==> config.mk <==
export PLATFORM = sky130hd
export DESIGN_NAME = uart_rx_byte
export DESIGN_NICKNAME = d
export VERILOG_FILES = /design/src/rtl/uart_rx_byte.sv
export SDC_FILE = /design/constraint.sdc
export NUM_CORES = 1
export LEC_CHECK = 0
export CORE_MARGIN = 4
export CORE_UTILIZATION = 53
export DETAILED_ROUTE_END_ITERATION = 6
export PLACE_DENSITY = 0.74
export SETUP_SLACK_MARGIN = 0.1
export SYNTH_ARGS = -nofsm -noshare
export SYNTH_HDL_FRONTEND = slang
export SYNTH_SLANG_ARGS = --single-unit
==> constraint.sdc <==
create_clock -name clk -period 2.1 [get_ports clk]
set_input_delay 0.315 -clock clk [delete_from_list [all_inputs] [get_ports clk]]
set_output_delay 0.315 -clock clk [all_outputs]
set_load 0.05 [all_outputs]
==> src/rtl/uart_rx_byte.sv <==
// 8N1 UART receiver: two-flop synchroniser, mid-bit sampling FSM, and a held
// output byte that only changes on the cycle valid pulses.
module uart_rx_byte #(
  parameter int CLK_HZ = 12_000_000,
  parameter int BAUD   = 115200
) (
  input  logic       clk,
  input  logic       rst_n,
  input  logic       rx,
  output logic [7:0] byte_out,
  output logic       valid,
  output logic       frame_err
);

  localparam int CLKS_PER_BIT = CLK_HZ / BAUD;
  localparam int HALF         = CLKS_PER_BIT / 2;
  localparam int CNT_W        = $clog2(CLKS_PER_BIT);
  localparam logic [CNT_W-1:0] CNT_HALF = CNT_W'(HALF - 1);
  localparam logic [CNT_W-1:0] CNT_LAST = CNT_W'(CLKS_PER_BIT - 1);

  generate
    if (CLKS_PER_BIT < 4) begin : g_bad_baud
      $error("uart_rx_byte: CLK_HZ/BAUD must be at least 4");
    end
  endgenerate

  typedef enum logic [2:0] {S_IDLE, S_START, S_DATA, S_STOP, S_BREAK} state_t;

  state_t           r_state;
  logic             r_sync1;
  logic             r_rx_s;
  logic [CNT_W-1:0] r_cnt;
  logic [2:0]       r_bit_idx;
  logic [7:0]       r_sh;
  logic [7:0]       r_byte;
  logic             r_valid;
  logic             r_ferr;
  logic             w_half;
  logic             w_last;

  assign w_half    = (r_cnt == CNT_HALF);
  assign w_last    = (r_cnt == CNT_LAST);
  assign byte_out  = r_byte;
  assign valid     = r_valid;
  assign frame_err = r_ferr;

  // Line idles high, so the synchroniser resets to 1 to avoid a false start.
  always_ff @(posedge clk or negedge rst_n) begin
    if (!rst_n) begin
      r_sync1 <= 1'b1;
      r_rx_s  <= 1'b1;
    end else begin
      r_sync1 <= rx;
      r_rx_s  <= r_sync1;
    end
  end

  always_ff @(posedge clk or negedge rst_n) begin
    if (!rst_n) begin
      r_state   <= S_IDLE;
      r_cnt     <= '0;
      r_bit_idx <= '0;
      r_sh      <= '0;
      r_byte    <= 8'h00;
      r_valid   <= 1'b0;
      r_ferr    <= 1'b0;
    end else begin
      r_valid <= 1'b0;
      r_ferr  <= 1'b0;
      case (r_state)
        S_IDLE: begin
          if (!r_rx_s) begin
            r_state <= S_START;
            r_cnt   <= '0;
          end
        end
        S_START: begin
          if (w_half) begin
            r_cnt     <= '0;
            r_bit_idx <= '0;
            r_state   <= r_rx_s ? S_IDLE : S_DATA;
          end else begin
            r_cnt <= r_cnt + CNT_W'(1);
          end
        end
        S_DATA: begin
          if (w_last) begin
            r_sh  <= {r_rx_s, r_sh[7:1]};
            r_cnt <= '0;
            if (r_bit_idx == 3'd7) r_state <= S_STOP;
            else                   r_bit_idx <= r_bit_idx + 3'd1;
          end else begin
            r_cnt <= r_cnt + CNT_W'(1);
          end
        end
        // Leaving at mid-stop-bit leaves half a bit to catch a back-to-back start.
        S_STOP: begin
          if (w_last) begin
            r_cnt <= '0;
            if (r_rx_s) begin
              r_byte  <= r_sh;
              r_valid <= 1'b1;
              r_state <= S_IDLE;
            end else begin
              r_ferr  <= 1'b1;
              r_state <= S_BREAK;
            end
          end else begin
            r_cnt <= r_cnt + CNT_W'(1);
          end
        end
        S_BREAK: begin
          if (r_rx_s) r_state <= S_IDLE;
        end
        default: r_state <= S_IDLE;
      endcase
    end
  end

endmodule

# [Yosys cells after proc, flatten, opt, wreduce, memory -nomap -nowiden]
# Index checks and enable logic that the tools add are counted.
[word_totals] regBits=33 input_bits=3 output_inout_bits=10 wordCells=57
[op_classes] n_addsub=2 n_eq_ne=14 mux=23 n_reduce_logical=9
[ops] op="$mux 3" n=10
[ops] op="$mux 7" n=3
[ops] op="$pmux 7 s3" n=1
[ops] op="$pmux 3 s5" n=1
[ops] op="$ne 2x2->1 const B" n=7
[ops] op="$add 7x1->7 const B" n=1
[ops] op="$eq 7x6->1 const B" n=1
[ops] op="$eq 7x7->1 const B" n=1
[ops] op="$eq 3x2->1 const B" n=2
[ops] op="$eq 3x3->1 const B" n=2
[ops] op="$mux 1" n=6
[ops] op="$pmux 3 s2" n=1
[ops] op="$reduce_and 6->1" n=1
[ops] op="$reduce_and 2->1" n=2
[ops] op="$reduce_and 4->1" n=1
[ops] op="$add 3x1->3 const B" n=1
[ops] op="$eq 3x1->1 const B" n=1
[ops] op="$logic_not 3->1" n=1
[ops] op="$reduce_and 3->1" n=1
[ops] op="$reduce_bool 3->1" n=1
[ops] op="$mux 2" n=1
[ops] op="$reduce_bool 2->1" n=1
[ops] op="$reduce_or 2->1" n=1

# [Depth between registers and ports, before layout]
[logic_depth] ltp_word=4 mapped_depth=6 mapped_depth_nobuf=5

# [Worst setup path before layout]
# Ideal clock, no wire load.
[synth_path] path_type="reg2reg" start="register r_cnt[0]" end="register r_bit_idx[1]" setup_time_ns=0.125 arrival_time_ns=1.723 required_time_ns=1.975 slack_ns=0.252 path_stages_with_launch=6 path_buffers=0 synth_period_minus_slack_ns=1.848 cell_sequence="dfrtp_1 -> ha_1 -> nand4b_4 -> nor4_4 -> and2b_4 -> mux2_4"
[synth_between] elab_chain_cells=3 word_cells_on_any_way=5 classes_between="eq/ne: 4; reduce/logical: 1"
[synth_lines] item="start, declared" line="32" rtl="logic [CNT_W-1:0] r_cnt;"
[synth_lines] item="start signal, assigned" line="83" rtl="r_cnt <= r_cnt + CNT_W'(1);"
[synth_lines] item="start signal, assigned" line="93" rtl="r_cnt <= r_cnt + CNT_W'(1);"
[synth_lines] item="start signal, assigned" line="109" rtl="r_cnt <= r_cnt + CNT_W'(1);"
[synth_lines] item="$eq 7x7->1 or $eq 7x6->1 (tied branches)" line="42, 41"
[synth_lines] item="$ne 2x2->1 (no line)"
[synth_lines] item="$reduce_and 4->1 (no line) *"
[synth_lines] item="end signal, assigned" line="91" rtl="else r_bit_idx <= r_bit_idx + 3'd1;"
[synth_lines] item="end, declared" line="33" rtl="logic [2:0] r_bit_idx;"
# Every way passes the cells marked *; elsewhere a longest branch is shown, timed or not.
# A chain may end at the register's enable or synchronous reset.

# [Worst setup path in the final report]
[layout_path] start="register r_cnt[0]" end="register r_byte[1] (netlist: byte_out[1])"
[layout_between] elab_chain_cells=2
[layout_lines] item="$eq 7x7->1" line="42" rtl="assign w_last = (r_cnt == CNT_LAST);"
[layout_lines] item="$reduce_and 3->1 (no line)"
[layout_lines] item="end signal, assigned" line="101" rtl="r_byte <= r_sh;"
[layout_lines] item="end, declared" line="35" rtl="logic [7:0] r_byte;"
# No other way between the ends.

==> run_results.csv <==
group,metric,value,unit
timing,fmax,526.6,MHz
power,powerDensity,644.9,nW/µm²
global_route,grt_max_degree,34,
worst_setup_path,cp-end-kind,"register",
timing,hold_viol,0,
global_route,grt_pass1_vias,1047,
yosys,synth_area,1529,µm²
timing,worstMarginPinSlew,567.2,ps
timing,slew_violations,0,
yosys,seq_area_frac_synth,54.17,%
yosys,synth_area_per_cell,13.30,µm²
timing,setup_viol,0,
routing,drtAntennaViolNets,0,
status,outcome,"completed",
place,port_buffers,12,
worst_setup_path,r2r_start,"r_cnt[0]",
floorplanning,core_area,2758,µm²
finish,drive_gt1_share,29.63,%
floorplanning,rows,19,
timing,skew,8.035,ps
clock_network,h-tree-depth,2,
routing,drt-total-wl,2726,µm
clock_network,clock_path_buffers,2,
worst_setup_path,path_cells,"ha_1 > nand4b_4 > nor2_1 > and3_1 > mux2_2",
clock_network,cts_tree,"done",
finish,antenna_cells,0,
floorplanning,die_area,3808,µm²
yosys,synth.distinct_cells,40,
power,power.total,1.143,mW
routing,first_iter_violations,40,
timing,slew_headroom,62.10,%
yosys,synth_most_common_cell,"dfrtp_1",
clock_network,path_clk_slew,100,ps
hold_path,holdPathEnd,"r_rx_s",
yosys,netlist_instances,115,
yosys,synth_top_area_cell,"dfrtp_1",
routing,drtPass1Iterations,2,
worst_setup_path,cp.arrival,2110,ps
timing,timing.hold.ws,361.5,ps
worst_setup_path,r2r_slack,200,ps
yosys,syn_nets,122,
finish,stdcell_area,1772,µm²
yosys,ys.flop_type,"dfrtp_1",
clock_network,cts_resized,0,
job,drv_cap,0,
yosys,synth_area_leaders,"dfrtp_1, mux2_2, dfstp_2",
yosys,yosys_warnings,0,
routing,vias,974,
worst_setup_path,max_stage_delay,440,ps
worst_setup_path,required,2310,ps
yosys,ys_ff_latch,33,
timing,post-route-period-util,90.43,%
timing,period_needed,1899,ps
floorplanning,die_height,61.71,µm
hold_path,hold_path_class,"reg2reg",
routing,drc_errors,0,
yosys,synth_edf_count,0,
global_route,grt_overflow,0,
place,dp_hpwl,1956,µm
timing,rsz0062_at_grt,"false",
global_route,grt_usage,17.07,%
clock_network,clk_latency,320,ps
worst_setup_path,critPathLaunchType,"register",
place,placed_cell_area,1687,µm²
global_route,grt_pass1_wl,4616,µm
floorplanning,start_util,55.44,%
place,place.gp.congestion,0.7827,
clock_network,cts_hold_buf,0,
power,p_leak,0.8191,nW
worst_setup_path,crit_type,"reg2reg",
global_route,antenna_found_initial,0,
routing,vias_per_cell,5.867,
yosys,synth_top_area_share,50.74,%
floorplanning,die_width,61.71,µm
worst_setup_path,path_max_fanout,8,
finish,final.fill_count,215,
routing,routedWlPerCell,16.42,µm
hold_path,timing.hold.worst.start,"r_sync1",
finish,nets,141,
finish,synthToLayoutAreaGrowth,15.88,%
timing,setup-tns-final,0,ps
yosys,ys_async_sr_fraction,100.0,%
clock_network,post-cts-setup-buffers,0,
power,ir_drop,0.6110,mV
floorplanning,ios,13,
hold_path,whs_path_depth,0,
clock_network,cts_sinks,33,
worst_setup_path,rr_endpoint,"byte_out[1]",
clock_network,cts_root_buffer,"clkbuf_4",
clock_network,numCtsBuffers,5,
yosys,netlist_top_cells_count,"dfrtp_1, mux2_2, nor2_1",
worst_setup_path,cpMaxStageDelayCell,"dfrtp_1",
worst_setup_path,r2r_cells,5,
## power breakdown
part | internal (mW) | leakage (nW) | switching, mW
combinational | 0.00476 | 0.334 | 0.0120
sequential | 0.639 | 0.439 | 0.00214
clock | 0.284 | 0.0455 | 0.201
## metrics by stage
step                util [%]  cells  setup slack (ps)
floorplan                  -    115             252.1
global placement       61.16    158             294.1
detailed placement     61.16    158             220.7
CTS                    64.25    166             200.2
global route           64.25    166             109.3
finish                 64.25    166             201.0
## kinds of logic (layout without fill, tap and decap cells)
kind of cell               Yosys count  after routing  share of synthesized area (%)
and+or+nand+nor                     34             34                          15.55
DFF                                 33             33                          54.17
muxes                               19             19                          14.40
AOI/OAI and AO/OA                   14             14                          7.446
buffers and inverters                6             26                          2.291
xor gates and xnor gates             5              5                          2.864
adders and majority gates            4              4                          3.273
## layout make-up
class	count	area, µm²	share of cell area (%)
Sequential cell	33	828.3	46.75
Clock buffer	7	55.05	3.107
Timing Repair Buffer	15	142.6	8.051
Multi-Input combinational cell	76	665.6	37.57
Inverter	3	11.26	0.6356
Clock inverter	1	30.03	1.695
Tap cell	31	38.79	2.189
## cells in the final DEF, fill, tap and decap left out, types with 2 or more instances in the layout
master            n
dfstp_2           2
nor3b_1           2
xnor2_1           4
clkbuf_4          5
dfrtp_1          31
mux2_4            2
nor2_1           10
nand3_1           2
a21oi_1           3
o31ai_1           2
nand2_1           3
ha_1              4
mux2_2           16
a22o_1            2
or3_1             2
inv_1             3
buf_4             3
and3_1            2
clkdlybuf4s50_1  12
o31a_2            2
## layer usage
| layer | global-route usage (%) | vias up | part of all wire (%) |
|---|---|---|---|
| met4 | 5.455 | 0 | 0.51 |
| li1 | - | 455 | - |
| met2 | 27.50 | 14 | 53 |
| met1 | 20.69 | 503 | 43 |
| met3 | 7.438 | 2 | 3.9 |
| met5 | 0 | - | 0 |
## worst max-delay path: cells and delay by family, from the launching register on
kind / cells / cell delay (ps)
adder cells (fa/ha/maj): 1 / 260
flip-flops: 1 / 440
multiplexers: 1 / 390
AND/OR/NAND/NOR: 3 / 710
## flip-flops by register name (all words and copies together) (netlist names)
register	cells
byte_out	8
r_sh	8
r_cnt	7
r_bit_idx	3
r_state	3
frame_err	1
r_rx_s	1
r_sync1	1
valid	1
## worst max path at each step
stage | start | endpoint | slack [ps]
6_report | r_cnt[0] | byte_out[1] | 200
5_1_grt | r_cnt[0] | r_cnt[3] | 110
4_1_cts | r_cnt[0] | byte_out[5] | 200
3_5_place_dp | r_cnt[0] | byte_out[6] | 220
3_3_place_gp | r_cnt[0] | r_cnt[6] | 290
2_1_floorplan | r_cnt[0] | r_bit_idx[1] | 250
Power figures use the tool's default switching activity.
